==> src/rtl/player_input.sv <==
// rtl/player_input.sv - two-player button front end: synchronize, debounce, one-shot press pulses
// Each channel: 2-flop sync, streak-counter debounce, press pulse gated by enable at acceptance.
module player_input #(
  parameter int DEBOUNCE = 4
) (
  input  logic clk,
  input  logic reset,
  input  logic key_l_n,
  input  logic key_r_n,
  input  logic enable,
  output logic L,
  output logic R,
  output logic held_l,
  output logic held_r
);

  localparam logic [7:0] CNT_LAST = 8'(DEBOUNCE - 1);

  logic [1:0] raw_n;
  assign raw_n = {key_r_n, key_l_n};

  for (genvar i = 0; i < 2; i++) begin : g_ch
    logic       s1;
    logic       s2;
    logic       pressed_sync;
    logic       stable;
    logic       pulse;
    logic [7:0] cnt;

    assign pressed_sync = ~s2;

    // Any matching cycle clears the streak, so bounces never accumulate.
    always_ff @(posedge clk or negedge reset) begin
      if (!reset) begin
        s1     <= 1'b1;
        s2     <= 1'b1;
        stable <= 1'b0;
        cnt    <= 8'd0;
        pulse  <= 1'b0;
      end else begin
        s1    <= raw_n[i];
        s2    <= s1;
        pulse <= 1'b0;
        if (pressed_sync == stable) begin
          cnt <= 8'd0;
        end else if (cnt == CNT_LAST) begin
          stable <= pressed_sync;
          cnt    <= 8'd0;
          pulse  <= enable & pressed_sync;
        end else begin
          cnt <= cnt + 8'd1;
        end
      end
    end
  end

  assign L      = g_ch[0].pulse;
  assign R      = g_ch[1].pulse;
  assign held_l = g_ch[0].stable;
  assign held_r = g_ch[1].stable;

endmodule
==> config.mk <==
export PLATFORM = sky130hd
export DESIGN_NAME = player_input
export DESIGN_NICKNAME = d
export VERILOG_FILES = /design/src/rtl/player_input.sv
export SDC_FILE = /design/constraint.sdc
export NUM_CORES = 1
export LEC_CHECK = 0
export ABC_CLOCK_PERIOD_IN_PS = 2100
export BUFFER_PORTS_ARGS = -buffer_cell sky130_fd_sc_hd__buf_2
export CAP_MARGIN = 5
export CORE_ASPECT_RATIO = 1.4
export CORE_MARGIN = 8
export CORE_UTILIZATION = 56
export DETAILED_ROUTE_END_ITERATION = 8
export PLACE_DENSITY = 0.75
export SYNTH_ARGS = -nofsm -noshare
export SYNTH_HDL_FRONTEND = slang
export SYNTH_SLANG_ARGS = --single-unit
==> constraint.sdc <==
create_clock -name clk -period 2.1 [get_ports clk]
set_input_delay 0.315 -clock clk [delete_from_list [all_inputs] [get_ports clk]]
set_output_delay 0.315 -clock clk [all_outputs]
set_load 0.02 [all_outputs]
== Word-level counts from Yosys, hierarchy flattened ==
Index checks and enable logic that the tools add are counted.
Storage, ports and cells
  word-level logic and storage cells: 32
  output and inout bits: 4
  register bits after elaboration: 24
  bits of input ports: 5
Operators by class
  reduce and logical (&&, ||, !) cells: 2
  equal/unequal tests: 4
  add/subtract/negate cells: 2
  bitwise gates (word level): 6
  mux-type cells: 8
Operator list (number)
  8-bit 2-to-1 mux: 4
  8-bit by 1-bit adder with 8-bit output (second input constant): 2
  8-bit by 2-bit equality test with 1-bit output (second input constant): 2
  1-bit 2-to-1 mux: 4
  1-bit NOT: 4
  2-bit AND reduction: 2
  1-bit AND: 2
  1-bit equality test: 2

== Logic depth before layout (Yosys ltp) ==
Gate-level depths: netlist of run 1.
  depth after elaboration: 4
  mapped depth: 4
  mapped depth without buffers: 4

== Worst setup path before layout of run 1 ==
OpenSTA, ideal clock, no wires.
  kind: register -> register
  start: register g_ch[1].cnt[0]
  end: register g_ch[1].cnt[1]
  required time: 1.980 ns
  period minus slack after synthesis: 1.644 ns
  setup slack: 0.456 ns
  data arrival time: 1.523 ns
  buffers on the path: 0
  cell stages (with the launch flop): 5
  library setup time: 0.120 ns
  cells stage by stage: dfrtp_1 > ha_1 > or4b_4 > or2_4 > and3_2
On the way
  cells in the longest elaborated chain, start to end: 3
  elaborated cells on any way between the ends: 4
  those cells by class: 1 x add/sub; 1 x eq/ne; 2 x mux
Ends and longest elaborated chain
  start: declaration: RTL line 28  | logic [7:0] cnt;
  start signal: assignment: RTL line 51  | cnt <= cnt + 8'd1;
  8-bit by 1-bit adder with 8-bit output / 8-bit by 2-bit equality test with 1-bit output (equally long branches): RTL line 51, 46
  8-bit 2-to-1 mux *: RTL line 46  | end else if (cnt == CNT_LAST) begin
  8-bit 2-to-1 mux *: RTL line 44  | if (pressed_sync == stable) begin
Every way passes the cells marked *; elsewhere a longest branch is shown, timed or not.
A chain may end at the register's enable or synchronous reset.

== Final worst setup path of run 1 ==
  start: register g_ch[1].cnt[0]
  end: register g_ch[1].cnt[2]
Same word-level chain as after synthesis.

==> impl_metrics.csv, run 1 <==
group,metric,value,unit
run_status,status,"complete, no violations",
yosys,ys_seq_area_share,58.9,%
timing,fin_worst_skew,2.89,ps
finish,drive_gt1_share,22.1,%
drt,vias_per_cell,5.80,
drt,first_pass_iters,4,
floorplanning,num_rows,18,
clock_network,clk_latency,310,ps
critical_path,crit_type,"reg2reg",
yosys,synth_area_per_cell,11.4,um^2
power_and_ir_drop,p_per_area,961,nW/um^2
finish,fin_util,64.7,%
worst_hold_path,whs_path_depth,1,
timing,finalCritPeriodShare,87.9,%
grt,grt_pass1_wl,3340,um
worst_hold_path,hold_class,"in2reg",
critical_path,required,2300,ps
clock_network,clock_sinks,24,
place,hpwl,1420,um
timing,post-route-min-period,1850,ps
critical_path,arrival,2040,ps
drt,drc_errors,0,
timing,fmax,542,MHz
critical_path,r2r_setup_slack,250,ps
place,place_area,1100,um^2
yosys,synth-async-reset-ratio,100,%
place,place_congestion,0.854,
finish,fin_cells,124,
power_and_ir_drop,vdd_drop_max,0.613,mV
drt,vias,719,
place,port_buffers,8,
clock_network,post_cts_resized,0,
yosys,ys_ff_latch,24,
finish,final_nets,112,
finish,num_antenna_cells,0,
yosys,synth_top_area_cell,"dfrtp_1",
critical_path,end_kind,"flop",
grt,grt_max_degree,25,
yosys,synth_edf_count,0,
drt,drtAntennaViolNets,0,
yosys,synth_compound_area_share,8.76,%
place,placedCellCount,119,
critical_path,worst-path-max-fanout,5,
timing,worstMarginPinSlew,538,ps
critical_path,r2r_cells,4,
yosys,synth_flop_cell,"dfrtp_1",
yosys,ys.warnings.count,0,
yosys,syn_nets,97,
timing,setup_viol,0,
clock_network,htree_levels,1,
yosys,synthMuxAreaShare,0,%
yosys,netlist_instances,90,
timing,hold_viol_final,0,
drt,wl,1920,um
yosys,synthMostInstantiatedCell,"dfrtp_1",
critical_path,crit_path_start_kind,"flop",
yosys,yosys-top-cells-area,"dfrtp_1, dfstp_2, o21ai_0",
timing,slew_viol_final,0,
worst_hold_path,min_from,"key_l_n",
yosys,synthAdderAreaFrac,2.43,%
yosys,synth_top_cell_area_share,48.7,%
yosys,yosys.area_share.simple,21.9,%
floorplanning,die-area,3480,um^2
yosys,synthDistinctLibCells,22,
floorplanning,fp.dieW,52.2,um
yosys,yosys.area_share.xor_xnor,7.66,%
drt,wire_per_inst,15.5,um
grt,grt_pass1_vias,790,
clock_network,clk_pin_slew,120,ps
finish,fillers,149,
worst_hold_path,hold_end,"g_ch[0].s1",
yosys,ys_top_cells_by_count,"dfrtp_1, o21ai_0, nor2_1",
floorplanning,die_h,66.7,um
critical_path,rr_startpoint,"g_ch[1].cnt[0]",
yosys,syn-cell-area,1030,um^2
finish,area_delta_synth_final,10.6,%
floorplanning,io_pins,9,
critical_path,timing.rr.end,"g_ch[1].cnt[2]",
grt,antenna_found_initial,0,
timing,rsz0062_at_grt,"no",
clock_network,cts_tree,"yes",
grt,grt_usage,12.7,%
power_and_ir_drop,leakagePower,0.493,nW
floorplanning,core,1760,um^2
job,cap_violations,0,
timing,relSlewSlack,64.1,%
clock_network,clk_path_buf_depth,2,
yosys,synth_top_family_by_area,"simple AND/OR/NAND/NOR gates",
clock_network,numCtsBuffers,3,
timing,finalSetupTns,0,ps
grt,grt.overflow.total,0,
clock_network,cts-root-buf,"clkbuf_4",
floorplanning,initial_core_util,58.5,%
finish,design_area,1140,um^2
drt,drt-initial-drc-count,15,
[power by group]
part	switching, mW	leakage [nW]	internal, mW	total (mW)
Clock	0.132	0.0150	0.0743	0.206
Sequential	0.0781	0.314	0.529	0.607
Combinational	0.155	0.164	0.124	0.279
[sequential cells by signal, summed over array words and instances (netlist names)]
register / flops
g_ch.cnt: 16
g_ch.s1: 2
g_ch.s2: 2
L: 1
R: 1
held_l: 1
held_r: 1
[critical path: stages (launching register included)]
cell and delay [ps]:
dfrtp_1 440, ha_1 260, or4b_4 490, o21ai_0 430, nor2_1 100
[worst max-delay path by stage]
stage / endpoint / from / slack, ps / cells after the start
finish: g_ch[1].cnt[2] / g_ch[1].cnt[0] / 250 / 4
global route: g_ch[1].cnt[4] / g_ch[1].cnt[0] / 170 / 4
CTS: g_ch[1].cnt[4] / g_ch[1].cnt[0] / 280 / 4
detailed placement: g_ch[1].cnt[4] / g_ch[1].cnt[0] / 300 / 4
global placement: g_ch[1].cnt[4] / g_ch[1].cnt[0] / 410 / 4
floorplan: g_ch[1].cnt[1] / g_ch[1].cnt[0] / 460 / 4
[layout by cell type (no fill, tap or decap), drive strengths merged]
master	instances
dlygate4sd3	1
or4b	1
nor4b	2
ha	2
xor2	5
clkbuf	4
nand3	7
nor2	8
or3	7
o21ai	12
nand2	3
or3b	1
dfrtp	20
inv	1
dfstp	4
or4	1
or2	2
xnor2	4
and3	2
buf	9
nand4	2
a21oi	6
[per-layer routing]
layer | GRT usage [%] | routed length (um) | up-vias
met1 | 12.3 | 745 | 358
met3 | 3.12 | 43 | 5
met5 | 0 | 0 | -
met4 | 7.47 | 47 | 0
li1 | - | - | 348
met2 | 23.2 | 1090 | 8
[cells by family (layout without fill, tap and decap cells)]
kind of cell / count (synthesis) / in the layout
buffers and inverters: 1 / 15
AOI/OAI and AO/OA: 18 / 18
xor gates and xnor gates: 9 / 9
DFF: 24 / 24
adders and majority gates: 2 / 2
and+or+nand+nor: 36 / 36
[per-stage QoR]
step,hold WS [ps],setup slack (ps),power (mW)
after detailed placement,318,300,0.894
final,82.4,255,1.09
after CTS,72.8,280,1.10
after global placement,316,410,0.881
after floorplan,19.4,456,0.787
after global routing,62.0,175,1.17
[what timing repair did]
action	4_1_cts	5_1_grt
hold buffers	1	0
buffers inserted	0	0
hold endpoints to repair	20	0
[layout make-up]
type                       instances  area [um^2]  share of cell area (%)
sequential                        24          606                    53.2
multi-input combinational         65          419                    36.9
timing repair buffer              10         57.6                    5.06
clock buffer                       4         26.3                    2.31
tap                               20         25.0                    2.20
inverter                           1         3.75                   0.330
Power figures use the tool's default switching activity.
==> run 2: changes to the inputs <==
Settings changed: ABC_CLOCK_PERIOD_IN_PS 2100 to 1800, CORE_UTILIZATION 56 to 25, PLACE_DENSITY 0.75 to 0.39, REMOVE_ABC_BUFFERS set to 1.
Clock period 2.1 ns to 1.8 ns, I/O delays scaled along.
==> run 2 against run 1 <==
Die area increased by 85%. Core utilization shrank 33 points. Sequential power grew 15%. Critical endpoint is now R. Global-route usage down 6.0 points. Fmax grew 7.6%. Via count did not move. Final cell count increased by 23%. Register-to-register slack worse by 170 ps. Clock power is 130% higher. Total power is 40% higher.
==> impl_metrics.csv, run 2 (synthesis results as in run 1) <==
group,metric,value,unit
run_status,status,"complete, no violations",
critical_path,worst-path-max-fanout,4,
finish,layout_commonest_cell,"dfrtp_1",
finish,layout_common_cells,"dfrtp_1, o21ai_0, nor2_1, buf_2",
critical_path,rr_startpoint,"g_ch[1].cnt[1]",
drt,vias_per_cell,4.73,
drt,wl,1970,um
drt,vias,719,
drt,drt-initial-drc-count,37,
critical_path,end_kind,"flop",
floorplanning,num_rows,27,
power_and_ir_drop,leakagePower,0.537,nW
critical_path,crit_path_start_kind,"flop",
timing,worstMarginPinSlew,538,ps
floorplanning,die-area,6450,um^2
timing,relSlewSlack,64.1,%
finish,drive_gt1_share,28.4,%
place,place_congestion,0.800,
timing,slew_viol_final,0,
timing,post-route-min-period,1710,ps
timing,hold_viol_final,0,
floorplanning,io_pins,9,
clock_network,clk_path_buf_depth,2,
critical_path,r2r_cells,4,
grt,grt_max_degree,25,
power_and_ir_drop,p_per_area,1230,nW/um^2
clock_network,clk_pin_slew,90,ps
critical_path,arrival,1890,ps
finish,largest_register,"g_ch.cnt",
floorplanning,initial_core_util,26.0,%
timing,finalCritPeriodShare,95.3,%
clock_network,clock_sinks,24,
drt,wire_per_inst,12.9,um
timing,fin_ws,85.0,ps
clock_network,htree_levels,1,
timing,rsz0062_at_grt,"no",
critical_path,r2r_setup_slack,90,ps
worst_hold_path,hold_end,"g_ch[0].s1",
worst_hold_path,whs_path_depth,1,
drt,drtAntennaViolNets,0,
floorplanning,fp.dieW,70.2,um
place,hpwl,1460,um
finish,num_antenna_cells,0,
grt,grt_pass1_vias,810,
worst_hold_path,hold_class,"in2reg",
drt,first_pass_iters,3,
clock_network,cts_setup_buffers,0,
timing,fmax,583,MHz
finish,fin_util,31.7,%
clock_network,cts-root-buf,"clkbuf_8",
place,port_buffers,8,
place,placedCellCount,147,
critical_path,timing.rr.end,"R",
grt,grt_pass1_wl,3550,um
floorplanning,core,3950,um^2
critical_path,required,1980,ps
grt,antenna_found_initial,0,
clock_network,clk_latency,270,ps
place,place_ws,53.9,ps
job,cap_violations,0,
clock_network,cts_tree,"yes",
timing,fin_worst_skew,8.11,ps
floorplanning,die_h,91.9,um
grt,grt_usage,6.68,%
worst_hold_path,min_from,"key_l_n",
drt,drc_errors,0,
timing,finalSetupTns,0,ps
timing,setup_viol,0,
finish,final_nets,117,
finish,area_delta_synth_final,21.8,%
finish,largest_register_ffs,16,
critical_path,crit_type,"reg2reg",
finish,reg.largest.list,"g_ch.cnt: 16 flops, g_ch.s1: 2 flops, g_ch.s2: 2 flops",
finish,fin_cells,152,
clock_network,numCtsBuffers,3,
power_and_ir_drop,vdd_drop_max,0.565,mV
grt,grt.overflow.total,0,
[run 2: cell count changes in the layout (fill, tap and decap cells not counted), sizes merged]
cell	previous run	this run
buf	9	14
bufinv	0	1
clkbuf	4	3
[run 2: timing repair]
action | in CTS | in global routing
hold buffers | 1 | 0
endpoints found under the hold margin | 10 | 0
setup endpoints to repair | 0 | 5
gates resized for setup | 0 | 2
[run 2: power breakdown]
| part | internal [mW] | total [mW] | leakage, nW | switching, mW |
|---|---|---|---|---|
| clock | 0.297 | 0.469 | 0.0357 | 0.171 |
| combinational | 0.174 | 0.370 | 0.188 | 0.196 |
| sequential | 0.620 | 0.696 | 0.313 | 0.0764 |
| total | 1.09 | 1.54 | 0.537 | 0.444 |
[run 2: through the flow]
stage / total power [mW] / instance area [um^2] / hold WS (ps)
CTS: 1.55 / 1250 / 84.6
floorplan: 0.918 / 1030 / -25.6
global placement: 1.08 / 1170 / 285
finish: 1.54 / 1250 / 91.9
detailed placement: 1.08 / 1170 / 291
global route: 1.64 / 1250 / 72.3
[run 2: area by class of cell]
class	instances	area (um^2)
fillers	390	2700
flip-flops and latches	24	607
multi-input cells	65	422
repair buffers	15	95.1
well taps	43	53.8
clock buffers	3	41.3
clock inverters	1	30.0
inverters	1	3.75
[run 2: per-layer routing]
metal	vias to the layer above	routed length (um)	track usage, %
met3	2	49	1.83
met1	354	821	7.11
met5	-	0	0
li1	359	-	-
met4	0	17	3.36
met2	4	1080	11.8
[run 2: critical path, stage by stage (launching register included)]
cell and delay (ps):
dfrtp_1 400, ha_2 230, or4b_4 480, or2_4 270, nor4b_2 240
[run 2: worst max path at each step]
| stage | from | end | slack [ps] | cells past startpoint |
|---|---|---|---|---|
| floorplan | g_ch[1].cnt[0] | g_ch[1].cnt[1] | 160 | 4 |
| global placement | g_ch[1].cnt[0] | g_ch[1].cnt[1] | 110 | 4 |
| detailed placement | g_ch[1].cnt[0] | R | 50 | 4 |
| CTS | g_ch[1].cnt[0] | R | 30 | 4 |
| global route | g_ch[1].cnt[1] | R | 20 | 4 |
| finish | g_ch[1].cnt[1] | R | 90 | 4 |
